`src/rtl/cpu_controller_if.sv`:
```
// Handshake and datapath-control bundle between the instruction source,
// the controller and the 16-bit datapath.
interface cpu_controller_if;
    logic        start;
    logic [15:0] instr;
    logic        waiting;
    logic        illegal;
    logic [15:0] dp_imm;
    logic        wb_sel;
    logic [2:0]  w_addr;
    logic        w_en;
    logic [2:0]  r_addr;
    logic        en_A;
    logic        en_B;
    logic [1:0]  shift_op;
    logic        sel_A;
    logic        sel_B;
    logic [1:0]  ALU_op;
    logic        en_C;
    logic        en_status;

    modport master (
        output start, instr,
        input  waiting, illegal, dp_imm, wb_sel, w_addr, w_en, r_addr, en_A, en_B,
               shift_op, sel_A, sel_B, ALU_op, en_C, en_status
    );

    modport slave (
        input  start, instr,
        output waiting, illegal, dp_imm, wb_sel, w_addr, w_en, r_addr, en_A, en_B,
               shift_op, sel_A, sel_B, ALU_op, en_C, en_status
    );
endinterface

```
`src/rtl/cpu_controller.sv`:
```
// Moore controller sequencing the 16-bit datapath one instruction at a time.
// Outputs are registered from the next state so they always match state_q.
module cpu_controller (
    input  logic            clk,
    input  logic            rst_n,
    cpu_controller_if.slave bus
);

    typedef enum logic [2:0] {
        S_WAIT   = 3'd0,
        S_DECODE = 3'd1,
        S_WIMM   = 3'd2,
        S_GETA   = 3'd3,
        S_GETB   = 3'd4,
        S_EXEC   = 3'd5,
        S_WB     = 3'd6
    } state_t;

    typedef enum logic [2:0] {
        K_ILL  = 3'd0,
        K_MOVI = 3'd1,
        K_MOVR = 3'd2,
        K_ADD  = 3'd3,
        K_CMP  = 3'd4,
        K_AND  = 3'd5,
        K_MVN  = 3'd6
    } kind_t;

    typedef struct packed {
        logic        waiting;
        logic        illegal;
        logic [15:0] dp_imm;
        logic        wb_sel;
        logic [2:0]  w_addr;
        logic        w_en;
        logic [2:0]  r_addr;
        logic        en_A;
        logic        en_B;
        logic [1:0]  shift_op;
        logic        sel_A;
        logic        sel_B;
        logic [1:0]  ALU_op;
        logic        en_C;
        logic        en_status;
    } ctrl_t;

    function automatic kind_t decode_kind(input logic [15:0] ir);
        kind_t k;
        case ({ir[15:13], ir[12:11]})
            5'b110_10: k = K_MOVI;
            5'b110_00: k = K_MOVR;
            5'b101_00: k = K_ADD;
            5'b101_01: k = K_CMP;
            5'b101_10: k = K_AND;
            5'b101_11: k = K_MVN;
            default:   k = K_ILL;
        endcase
        return k;
    endfunction

    function automatic ctrl_t ctrl_for(input state_t st, input logic [15:0] ir);
        ctrl_t c;
        kind_t k;
        k        = decode_kind(ir);
        c        = '0;
        c.dp_imm = {{8{ir[7]}}, ir[7:0]};
        case (st)
            S_WAIT:   c.waiting = 1'b1;
            S_DECODE: c.illegal = (k == K_ILL);
            S_WIMM: begin
                c.wb_sel = 1'b1;
                c.w_addr = ir[10:8];
                c.w_en   = 1'b1;
            end
            S_GETA: begin
                c.r_addr = ir[10:8];
                c.en_A   = 1'b1;
            end
            S_GETB: begin
                c.r_addr = ir[2:0];
                c.en_B   = 1'b1;
            end
            S_EXEC: begin
                c.shift_op = ir[4:3];
                c.en_C     = 1'b1;
                case (k)
                    K_MOVR: c.sel_A = 1'b1;
                    K_MVN: begin
                        c.sel_A  = 1'b1;
                        c.ALU_op = 2'b11;
                    end
                    K_AND:  c.ALU_op = 2'b10;
                    K_CMP: begin
                        c.ALU_op    = 2'b01;
                        c.en_status = 1'b1;
                        c.en_C      = 1'b0;
                    end
                    default: c.ALU_op = 2'b00;
                endcase
            end
            S_WB: begin
                c.w_addr = ir[7:5];
                c.w_en   = 1'b1;
            end
            default: c.waiting = 1'b0;
        endcase
        return c;
    endfunction

    state_t      state_q, state_d;
    logic [15:0] ir_q, ir_d;
    ctrl_t       ctrl_q, ctrl_d;
    kind_t       kind_s;

    // Next-state and instruction-capture logic, plus the outputs of the next state.
    always_comb begin
        state_d = state_q;
        ir_d    = ir_q;
        kind_s  = decode_kind(ir_q);
        case (state_q)
            S_WAIT: begin
                if (bus.start) begin
                    ir_d    = bus.instr;
                    state_d = S_DECODE;
                end else begin
                    state_d = S_WAIT;
                end
            end
            S_DECODE: begin
                case (kind_s)
                    K_MOVI:              state_d = S_WIMM;
                    K_MOVR, K_MVN:       state_d = S_GETB;
                    K_ADD, K_CMP, K_AND: state_d = S_GETA;
                    default:             state_d = S_WAIT;
                endcase
            end
            S_WIMM: state_d = S_WAIT;
            S_GETA: state_d = S_GETB;
            S_GETB: state_d = S_EXEC;
            S_EXEC: begin
                if (kind_s == K_CMP) begin
                    state_d = S_WAIT;
                end else begin
                    state_d = S_WB;
                end
            end
            S_WB:    state_d = S_WAIT;
            default: state_d = S_WAIT;
        endcase
        ctrl_d = ctrl_for(state_d, ir_d);
    end

    // State, instruction register and registered control outputs.
    always_ff @(posedge clk or negedge rst_n) begin
        if (!rst_n) begin
            state_q <= S_WAIT;
            ir_q    <= 16'h0000;
            ctrl_q  <= ctrl_for(S_WAIT, 16'h0000);
        end else begin
            state_q <= state_d;
            ir_q    <= ir_d;
            ctrl_q  <= ctrl_d;
        end
    end

    assign bus.waiting   = ctrl_q.waiting;
    assign bus.illegal   = ctrl_q.illegal;
    assign bus.dp_imm    = ctrl_q.dp_imm;
    assign bus.wb_sel    = ctrl_q.wb_sel;
    assign bus.w_addr    = ctrl_q.w_addr;
    assign bus.w_en      = ctrl_q.w_en;
    assign bus.r_addr    = ctrl_q.r_addr;
    assign bus.en_A      = ctrl_q.en_A;
    assign bus.en_B      = ctrl_q.en_B;
    assign bus.shift_op  = ctrl_q.shift_op;
    assign bus.sel_A     = ctrl_q.sel_A;
    assign bus.sel_B     = ctrl_q.sel_B;
    assign bus.ALU_op    = ctrl_q.ALU_op;
    assign bus.en_C      = ctrl_q.en_C;
    assign bus.en_status = ctrl_q.en_status;

endmodule

```
`src/flat_wrapper.sv`:
```
// flat-port wrapper written by rule: the top's interface ports become plain ports
module cpu_controller_flat 
  (clk, rst_n, bus_start, bus_instr, bus_waiting, bus_illegal, bus_dp_imm, bus_wb_sel, bus_w_addr, bus_w_en, bus_r_addr, bus_en_A, bus_en_B, bus_shift_op, bus_sel_A, bus_sel_B, bus_ALU_op, bus_en_C, bus_en_status);
  cpu_controller_if bus_i ();
  input  logic clk;
  input  logic rst_n;
  input wire logic [$bits(bus_i.start)-1:0] bus_start;
  input wire logic [$bits(bus_i.instr)-1:0] bus_instr;
  output wire logic [$bits(bus_i.waiting)-1:0] bus_waiting;
  output wire logic [$bits(bus_i.illegal)-1:0] bus_illegal;
  output wire logic [$bits(bus_i.dp_imm)-1:0] bus_dp_imm;
  output wire logic [$bits(bus_i.wb_sel)-1:0] bus_wb_sel;
  output wire logic [$bits(bus_i.w_addr)-1:0] bus_w_addr;
  output wire logic [$bits(bus_i.w_en)-1:0] bus_w_en;
  output wire logic [$bits(bus_i.r_addr)-1:0] bus_r_addr;
  output wire logic [$bits(bus_i.en_A)-1:0] bus_en_A;
  output wire logic [$bits(bus_i.en_B)-1:0] bus_en_B;
  output wire logic [$bits(bus_i.shift_op)-1:0] bus_shift_op;
  output wire logic [$bits(bus_i.sel_A)-1:0] bus_sel_A;
  output wire logic [$bits(bus_i.sel_B)-1:0] bus_sel_B;
  output wire logic [$bits(bus_i.ALU_op)-1:0] bus_ALU_op;
  output wire logic [$bits(bus_i.en_C)-1:0] bus_en_C;
  output wire logic [$bits(bus_i.en_status)-1:0] bus_en_status;
  assign bus_i.start = bus_start;
  assign bus_i.instr = bus_instr;
  assign bus_waiting = bus_i.waiting;
  assign bus_illegal = bus_i.illegal;
  assign bus_dp_imm = bus_i.dp_imm;
  assign bus_wb_sel = bus_i.wb_sel;
  assign bus_w_addr = bus_i.w_addr;
  assign bus_w_en = bus_i.w_en;
  assign bus_r_addr = bus_i.r_addr;
  assign bus_en_A = bus_i.en_A;
  assign bus_en_B = bus_i.en_B;
  assign bus_shift_op = bus_i.shift_op;
  assign bus_sel_A = bus_i.sel_A;
  assign bus_sel_B = bus_i.sel_B;
  assign bus_ALU_op = bus_i.ALU_op;
  assign bus_en_C = bus_i.en_C;
  assign bus_en_status = bus_i.en_status;
  cpu_controller u_core (.clk(clk), .rst_n(rst_n), .bus(bus_i));
endmodule
```
`config.mk`:
```
export PLATFORM = sky130hd
export DESIGN_NAME = cpu_controller_flat
export DESIGN_NICKNAME = d
export VERILOG_FILES = /design/src/rtl/cpu_controller_if.sv /design/src/rtl/cpu_controller.sv /design/src/flat_wrapper.sv
export SDC_FILE = /design/constraint.sdc
export NUM_CORES = 1
export LEC_CHECK = 0
export ABC_AREA = 0
export CORE_ASPECT_RATIO = 1.2
export CORE_MARGIN = 2
export CORE_UTILIZATION = 49
export DETAILED_ROUTE_END_ITERATION = 10
export GPL_ROUTABILITY_DRIVEN = 0
export GPL_TIMING_DRIVEN = 0
export HOLD_SLACK_MARGIN = 0.02
export PLACE_DENSITY = 0.87
export SKIP_CTS_REPAIR_TIMING = 1
export SLEW_MARGIN = 20
export SYNTH_ARGS = -nofsm -noshare
export SYNTH_HDL_FRONTEND = slang
export SYNTH_SLANG_ARGS = --single-unit
```
`constraint.sdc`:
```
create_clock -name clk -period 3.2 [get_ports clk]
set_input_delay 0.32 -clock clk [delete_from_list [all_inputs] [get_ports clk]]
set_output_delay 0.32 -clock clk [all_outputs]
set_load 0.01 [all_outputs]
```
==> results_dict.tcl <==
set metrics [dict create \
    status "complete, no violations" \
    syn_nets 156 \
    nNetsFinal 218 \
    required_ns 3.39 \
    initial_utilization_pct 51.31 \
    fp-row-count 23 \
    clkTransAtPathRegs_ns 0.07 \
    multi_input_area_sq_um 599.3 \
    synth_edf_count 0 \
    hold_violations 0 \
    drv_cap 0 \
    dr.first_iter.drc_count 18 \
    yosysSeqAreaShare_pct 55.59 \
    setup_viol 0 \
    synth_ff_type "dfrtp_1" \
    slew_viol_final 0 \
    peakVddDrop_mv 0.6184 \
    wl_per_cell_microns 14.54 \
    max_freq_ghz 0.4462 \
    synth_seq_cells 38 \
    grt_max_degree 23 \
    synthCells 137 \
    fin_setup_tns_ns 0 \
    pre_cts_ws_ns 0.7638 \
    startpoint_type "register" \
    drc 0 \
    whs_ns 0.4941 \
    cp-end-kind "register" \
    critPathMaxStageDelay_ns 0.45 \
    critical_path.slowest_cell "mux2i_1" \
    syn_area_per_cell_sq_um 12.50 \
    cts_made_buffers 5 \
    die_area_sq_um 3986 \
    antenna_found_initial 0 \
    yosysWarnings 0 \
    hp-class "in -> async" \
    dieWidth_microns 57.97 \
    grt_pass1_wl_mm 5.782 \
    dr.pass1.iters 4 \
    vias 1239 \
    area_growth_pct 43.97 \
    yosysMostFrequentCell "dfrtp_1" \
    total_power_uw 2324 \
    ys_async_sr_fraction_pct 100.0 \
    worstPathMaxFanout 10 \
    avgViaCountPerCell 5.228 \
    core_sq_um 3338 \
    cpLargestDelayFamily "buffers and inverters" \
    cp_cell_sequence "clkbuf_1, nor4b_2, buf_2, mux2i_1, nor2_1, a211oi_1" \
    synth_commonest_cells "37 x dfrtp_1, 18 x buf_4, 14 x mux2_2" \
    netlist_area_sq_um 1713 \
    post-route-period-util_pct 70.04 \
    ys_top_cells_by_area "dfrtp_1 54%, mux2_2 9.2%, buf_4 7.9%" \
    grtUsageTotal_pct 19.68 \
    clk_latency_ns 0.29 \
    port_buffers 53 \
    ff_latch_area_sq_um 952.2 \
    synth_top_area_cell "dfrtp_1" \
    ioPinCount 55 \
    worst-setup-path-type "reg -> reg" \
    worstMarginPinSlew_ns 1.048 \
    die_h_microns 68.77 \
    num-fill-cells 234 \
    clockBufferDepth 2 \
    clkSinkCount 38 \
    antenna_cells 0 \
    overflow 0 \
    period_needed_ns 2.241 \
    dp_hpwl_mm 2.676 \
    wirelength_mm 3.446 \
    cts_tree "built" \
    rsz0062_at_grt "no" \
    clock_skew_ns 0.003476 \
    crit_arrival_ns 2.43 \
    ant_nets 0 \
    grt_pass1_vias 1274 \
    htreeDepth 2 \
    worst_slack_ns 0.9586 \
    p_leak_uw 0.001076 \
    yosysUniqueCellTypes 33 \
    power_density_nw_per_um2 942.6 \
    relSlewSlack_pct 29.97 \
    worst-path-buf-inv 2 \
    drive_gt1_share_pct 24.00 \
    synth_top_area_share_pct 54.05 \
    cts_root_buffer "clkbuf_8" \
]
[cells in the final DEF, fill, tap and decap left out, types with 2 or more instances in the layout]
master	n
a31o_1	3
a32o_1	3
and2_1	4
buf_2	2
buf_4	18
bufinv_16	2
clkbuf_8	6
clkdlybuf4s50_1	52
dfrtp_1	37
inv_1	5
mux2_2	14
mux2i_1	4
nand2_1	7
nand2b_1	3
nand3b_1	3
nor2_1	3
nor2b_1	8
nor3b_1	3
o21ai_0	4
[path summary, 6_finish.rpt]
check                                      from                endpoint  slack [ns]  depth (start not counted)
setup / recovery              u_core.state_q[1]        u_core.bus.sel_A        0.96                          6
hold reg to reg            u_core.bus.dp_imm[4]  u_core.bus.shift_op[1]        0.51                          1
hold / removal                            rst_n    u_core.bus.r_addr[0]        0.49                          2
max in group asynchronous                 rst_n       u_core.state_q[1]        2.26                          3
min in group clk           u_core.bus.dp_imm[4]  u_core.bus.shift_op[1]        0.51                          1
setup reg to reg              u_core.state_q[1]        u_core.bus.sel_A        0.96                          6
[flip-flops by register name, summed over array words and instances (netlist names), 2 cells and up]
signal               flops
u_core.state_q           3
u_core.bus.ALU_op        2
u_core.bus.dp_imm        3
u_core.ir_q             13
u_core.bus.w_addr        3
u_core.bus.r_addr        3
u_core.bus.shift_op      2
[where the power goes]
part | switching [uW] | total [uW] | internal, uW
logic | 415 | 1040 | 625
clock network | 165 | 497 | 332
registers | 137 | 787 | 650
total | 717 | 2320 | 1610
[final cells by class]
class                   instances  area share (%)
flip-flops and latches         38           38.61
multi-input cells              74           24.30
repair buffers                 55           22.83
plain buffers                  20           5.835
clock buffers                   6           3.349
clock inverters                 2           2.435
well taps                      37           1.877
inverters                       5          0.7610
[logic make-up (layout without fill, tap and decap cells)]
group	Yosys count	in the layout	share of synthesized area, %
AOI/OAI and AO/OA	17	17	8.840
buffers and inverters	25	88	9.496
DFF	38	38	55.59
muxes	18	18	11.54
other	1	1	0.2189
and+or+nand+nor	38	38	14.32
[metal layers]
metal | vias to the layer above | part of all wire, % | track usage (%)
met4 | 0 | 1.2 | 7.558
met1 | 607 | 39 | 22.67
met2 | 43 | 54 | 33.66
met3 | 4 | 6.4 | 7.090
li1 | 585 | - | -
met5 | - | 0 | 0
[metrics by stage]
step | instances | instance area [sq um] | utilization, %
floorplan | 137 | 1713 | -
finish | 237 | 2466 | 73.88
global placement | 227 | 2290 | 68.59
global route | 237 | 2466 | 73.88
detailed placement | 228 | 2313 | 69.30
CTS | 236 | 2456 | 73.58
(Power assumes the default switching activity.)
